**src/rtl/vram_pkg.sv**
```systemverilog
// rtl/vram_pkg.sv - shared types and defaults for the VRAM arbiter
package vram_pkg;

  localparam int DEF_ADDR_W = 14;

  typedef logic [2:0] rgb_t;

  typedef enum logic {CLR_IDLE, CLR_RUN} clr_state_t;

  localparam rgb_t DEF_CLR_RGB = 3'b000;

endpackage

```
**src/rtl/vram_clear_seq.sv**
```systemverilog
// rtl/vram_clear_seq.sv - frame-clear sweep FSM and address counter
// Advances only on cycles where the arbiter grants it the VRAM port.
module vram_clear_seq
  import vram_pkg::*;
#(
  parameter int ADDR_W = DEF_ADDR_W,
  parameter int DEPTH  = 2**ADDR_W
) (
  input  logic              clk,
  input  logic              rst_n,
  input  logic              i_start,
  input  logic              i_grant,
  output logic              o_busy,
  output logic              o_done,
  output logic [ADDR_W-1:0] o_addr
);

  localparam logic [ADDR_W-1:0] LAST = ADDR_W'(DEPTH - 1);

  clr_state_t        r_state;
  clr_state_t        w_next;
  logic [ADDR_W-1:0] r_cnt;
  logic              r_done;
  logic              w_last_write;

  assign w_last_write = (r_state == CLR_RUN) && i_grant && (r_cnt == LAST);

  always_ff @(posedge clk or negedge rst_n) begin
    if (!rst_n) begin
      r_state <= CLR_IDLE;
      r_cnt   <= '0;
      r_done  <= 1'b0;
    end else begin
      r_state <= w_next;
      r_done  <= w_last_write;
      if ((r_state == CLR_IDLE) && i_start) begin
        r_cnt <= '0;
      end else if ((r_state == CLR_RUN) && i_grant) begin
        r_cnt <= w_last_write ? '0 : r_cnt + 1'b1;
      end
    end
  end

  always_comb begin
    w_next = r_state;
    case (r_state)
      CLR_IDLE: if (i_start) w_next = CLR_RUN;
      CLR_RUN:  if (w_last_write) w_next = CLR_IDLE;
      default:  w_next = CLR_IDLE;
    endcase
  end

  always_comb begin
    o_busy = (r_state == CLR_RUN);
    o_done = r_done;
    o_addr = r_cnt;
  end

endmodule

```
**src/rtl/vram_arbiter.sv**
```systemverilog
// rtl/vram_arbiter.sv - single-port VRAM arbiter: scan-out read > frame clear > pixel writer
// Clear engine is built only when VRAM_CLEAR_EN is defined.
module vram_arbiter
  import vram_pkg::*;
#(
  parameter int   ADDR_W  = DEF_ADDR_W,
  parameter int   DEPTH   = 2**ADDR_W,
  parameter rgb_t CLR_RGB = DEF_CLR_RGB
) (
  input  logic              clk,
  input  logic              rst_n,
  input  logic              rd_req,
  input  logic [ADDR_W-1:0] rd_addr,
  input  logic              rd_blank,
  output logic              rd_valid,
  output logic [2:0]        rd_rgb,
  input  logic              wr_valid,
  output logic              wr_ready,
  input  logic [ADDR_W-1:0] wr_addr,
  input  logic [2:0]        wr_rgb,
  input  logic              clr_start,
  output logic              clr_busy,
  output logic              clr_done,
  output logic              vram_en,
  output logic              vram_ssr,
  output logic              vram_we,
  output logic [ADDR_W-1:0] vram_addr,
  output logic [2:0]        vram_di,
  input  logic [2:0]        vram_do
);

  logic              r_rd_valid;
  logic              w_clr_busy;
  logic              w_clr_done;
  logic              w_clr_grant;
  logic [ADDR_W-1:0] w_clr_addr;

  assign w_clr_grant = rst_n & ~rd_req & w_clr_busy;

`ifdef VRAM_CLEAR_EN
  vram_clear_seq #(
    .ADDR_W (ADDR_W),
    .DEPTH  (DEPTH)
  ) u_clear_seq (
    .clk     (clk),
    .rst_n   (rst_n),
    .i_start (clr_start),
    .i_grant (w_clr_grant),
    .o_busy  (w_clr_busy),
    .o_done  (w_clr_done),
    .o_addr  (w_clr_addr)
  );
`else
  localparam int unused_depth = DEPTH;
  logic w_unused_clr;
  assign w_clr_busy   = 1'b0;
  assign w_clr_done   = 1'b0;
  assign w_clr_addr   = '0;
  assign w_unused_clr = &{1'b0, clr_start, w_clr_grant};
`endif

  // Priority mux; everything is held off while in reset.
  always_comb begin
    vram_en   = 1'b0;
    vram_we   = 1'b0;
    vram_ssr  = 1'b0;
    vram_addr = rd_addr;
    vram_di   = wr_rgb;
    if (!rst_n) begin
      vram_en = 1'b0;
    end else if (rd_req) begin
      vram_en   = 1'b1;
      vram_ssr  = rd_blank;
      vram_addr = rd_addr;
    end else if (w_clr_busy) begin
      vram_en   = 1'b1;
      vram_we   = 1'b1;
      vram_addr = w_clr_addr;
      vram_di   = CLR_RGB;
    end else if (wr_valid) begin
      vram_en   = 1'b1;
      vram_we   = 1'b1;
      vram_addr = wr_addr;
      vram_di   = wr_rgb;
    end
  end

  always_ff @(posedge clk or negedge rst_n) begin
    if (!rst_n) begin
      r_rd_valid <= 1'b0;
    end else begin
      r_rd_valid <= rd_req;
    end
  end

  assign wr_ready = rst_n & ~rd_req & ~w_clr_busy;
  assign rd_valid = r_rd_valid;
  assign rd_rgb   = vram_do;
  assign clr_busy = w_clr_busy;
  assign clr_done = w_clr_done;

endmodule
```
**config.mk**
```make
export PLATFORM = sky130hd
export DESIGN_NAME = vram_arbiter
export DESIGN_NICKNAME = d
export VERILOG_FILES = /design/src/rtl/vram_pkg.sv /design/src/rtl/vram_clear_seq.sv /design/src/rtl/vram_arbiter.sv
export SDC_FILE = /design/constraint.sdc
export NUM_CORES = 1
export LEC_CHECK = 0
export BUFFER_PORTS_ARGS = -buffer_cell sky130_fd_sc_hd__buf_2
export CELL_PAD_IN_SITES_DETAIL_PLACEMENT = 1
export CELL_PAD_IN_SITES_GLOBAL_PLACEMENT = 1
export CORE_MARGIN = 2
export CORE_UTILIZATION = 12
export DETAILED_ROUTE_END_ITERATION = 8
export PLACE_DENSITY = 0.81
export SETUP_SLACK_MARGIN = 0.1
export SYNTH_ARGS = -nofsm -noshare
export SYNTH_HDL_FRONTEND = slang
export SYNTH_SLANG_ARGS = --single-unit
```
**constraint.sdc**
```tcl
create_clock -name clk -period 0.93 [get_ports clk]
set_input_delay 0.1395 -clock clk [delete_from_list [all_inputs] [get_ports clk]]
set_output_delay 0.1395 -clock clk [all_outputs]
set_load 0.005 [all_outputs]
```
==> impl_metrics.py <==
metrics = {
    "final_layout": {
        "final_cell_mix": "41 x sky130_fd_sc_hd__buf_2, 11 x sky130_fd_sc_hd__buf_6, 10 x sky130_fd_sc_hd__mux2_4",
        "post_route_cells_drive_above_1_share_pct": 91.0,
        "finalInstanceArea_um2": 682,
        "most_frequent_standard_cell_in_the_layout_excluding_fill_and_tap_cells": "sky130_fd_sc_hd__buf_2",
        "nets": 120,
        "antenna_diode_count": 0,
        "largest_reg_flops": 1,
        "area_growth_syn_to_layout_pct": 103,
        "filler_instances": 327,
    },
    "detailed_routing": {
        "ant_nets": 0,
        "num_vias": 422,
        "via_per_inst": 3.87,
        "totalWireLength_um": 1210,
        "drt_pass1_iterations": 2,
        "dr.first_iter.drc_count": 11,
        "drc": 0,
        "wl_per_cell_um": 11.1,
    },
    "timing": {
        "timing.final.crit_share_pct": 119,
        "achievable-frequency_ghz": 0.901,
        "report.final.setup_viol": 14,
        "final_period_minus_worst_setup_slack_ns": 1.11,
        "grt_setup_unrepaired": "yes",
        "totalNegativeSetupSlack_ns": -2.27,
        "hold_violations": 0,
        "maxSlewViolCount": 0,
        "timing.final.ws_setup_ns": -0.180,
    },
    "global_route": {
        "grt_usage_pct": 6.32,
        "grt_antenna_before_repair": 0,
        "grt.overflow.total": 0,
        "pin_count_of_the_biggest_net_entering_global_routing": 11,
        "grt_pass1_vias": 414,
        "grt_first_pass_wirelength_um": 1640,
    },
    "place": {
        "placed_inst_area_um2": 584,
        "numPortBuffers": 51,
        "gpl.final_weighted_congestion": 0.642,
        "detailedPlacementHpwl_um": 1090,
    },
    "setup_path": {
        "crit_required_ns": 0.79,
        "start_kind": "input pin",
        "worstSetupPathType": "input pin to output port",
        "crit_arrival_ns": 0.97,
        "crit_path_end_kind": "output port",
        "timing.critical_path.fanout_max": 10,
    },
    "power_and_ir_drop": {
        "static-leakage-power_nw": 0.419,
        "power.combinational.fraction_pct": 85.8,
        "max-vdd-ir-drop_mv": 0.256,
        "power_switching_share_pct": 27.0,
        "cell_internal_pwr_mw": 0.242,
        "clock_power_share_pct": 0,
        "net-switching-power_mw": 0.0893,
        "power.density_nw_per_um2": 485,
        "sequential_share_of_power_pct": 14.2,
    },
    "die": {
        "die_w_um": 56.9,
        "io_pins": 67,
        "fp.dieArea_um2": 3230,
        "floorplan.die.height_um": 56.9,
        "std_cell_rows": 19,
        "fp.coreArea_um2": 2710,
        "initial_core_util_pct": 12.4,
    },
    "logic_synthesis": {
        "synth-seq-cells": 1,
        "ys_warn_count": 0,
        "syn_inst": 30,
        "seq_area_frac_synth_pct": 7.46,
        "avgSynthCellArea_um2": 11.2,
        "syn_area_um2": 335,
        "synth_cell_types": 11,
    },
    "run": {
        "drv.max_cap_violation_count": 0,
    },
    "cts": {
        "holdBufCountCts": 0,
        "path_clk_slew_ns": 0,
    },
    "min_path": {
        "timing.hold.worst.class": "input pin to async pin",
    },
    "outcome": {
        "violations": "negative setup slack",
        "run_status": "complete, but fails checks",
    },
}
==> through the flow <==
stage / util, % / power, mW / instances / setup slack, ns / hold slack [ns]
floorplan: - / 0.171 / 31 / 0.0172 / -0.156
global placement: 21.6 / 0.273 / 107 / -0.238 / 0.0645
detailed placement: 21.6 / 0.281 / 107 / -0.286 / 0.0715
CTS: 24.5 / 0.322 / 109 / -0.177 / 0.0715
global route: 25.2 / 0.349 / 109 / -0.194 / 0.0751
finish: 25.2 / 0.331 / 109 / -0.180 / 0.0688
==> metal layers <==
| layer | vias to the layer above | GRT usage [%] | part of all wire (%) |
|---|---|---|---|
| met1 | 180 | 4.54 | 27 |
| li1 | 190 | - | - |
| met5 | - | 0 | 0 |
| met3 | 0 | 1.61 | 19 |
| met4 | 0 | 0.332 | 0 |
| met2 | 52 | 15.4 | 53 |
==> layout make-up <==
| cell class | count | area [um^2] | area share, % |
|---|---|---|---|
| Inverter | 1 | 3.75 | 0.550 |
| Multi-Input combinational cell | 20 | 243 | 35.6 |
| Sequential cell | 1 | 25.0 | 3.67 |
| Tap cell | 31 | 38.8 | 5.69 |
| Timing Repair Buffer | 56 | 372 | 54.5 |
==> timing repair <==
action | CTS | global route
setup endpoints to repair | 15 | 15
resized for setup | 9 | 3
setup buffers | 2 | 0
==> cell usage after synthesis <==
cell | instances | area (um^2)
sky130_fd_sc_hd__and3_1 | 1 | 6.26
sky130_fd_sc_hd__o21a_1 | 1 | 7.51
sky130_fd_sc_hd__mux2_2 | 5 | 56.3
sky130_fd_sc_hd__buf_6 | 1 | 11.3
sky130_fd_sc_hd__nor2b_1 | 1 | 6.26
sky130_fd_sc_hd__mux2_4 | 9 | 135
sky130_fd_sc_hd__dfrtp_1 | 1 | 25.0
sky130_fd_sc_hd__buf_4 | 8 | 60.1
sky130_fd_sc_hd__conb_1 | 1 | 3.75
sky130_fd_sc_hd__nand3b_4 | 1 | 20.0
sky130_fd_sc_hd__inv_1 | 1 | 3.75
==> power groups by stage <==
stage	clock network, mW	logic, mW	registers (mW)
floorplan	0	0.124	0.0474
global placement	0	0.226	0.0472
detailed placement	0	0.234	0.0470
CTS	0	0.275	0.0470
global route	0	0.302	0.0470
finish	0	0.284	0.0469
==> worst max-delay path, stage by stage <==
cell and delay, ns:
sky130_fd_sc_hd__buf_6 0.09, sky130_fd_sc_hd__nand3b_4 0.16, sky130_fd_sc_hd__buf_12 0.16, sky130_fd_sc_hd__mux2_4 0.30
sky130_fd_sc_hd__buf_6 0.11
==> worst paths after layout <==
path	startpoint	end	slack, ns	cells past startpoint
max in group asynchronous	rst_n	rd_valid	0.77	2
min	rst_n	rd_valid	0.07	2
max	rd_req	vram_addr[5]	-0.18	5
min in group clk	vram_do[2]	rd_rgb[2]	0.28	0
==> kinds of logic (layout without fill, tap and decap cells) <==
family                 count (synthesis)  count (layout)  share of synthesized area (%)
and+or+nand+nor                        3               3                           9.70
DFF                                    1               1                           7.46
AOI/OAI and AO/OA                      1               1                           2.24
buffers and inverters                 10              57                           22.4
other                                  1               2                           1.12
muxes                                 14              14                           57.1
(Power assumes the default switching activity.)
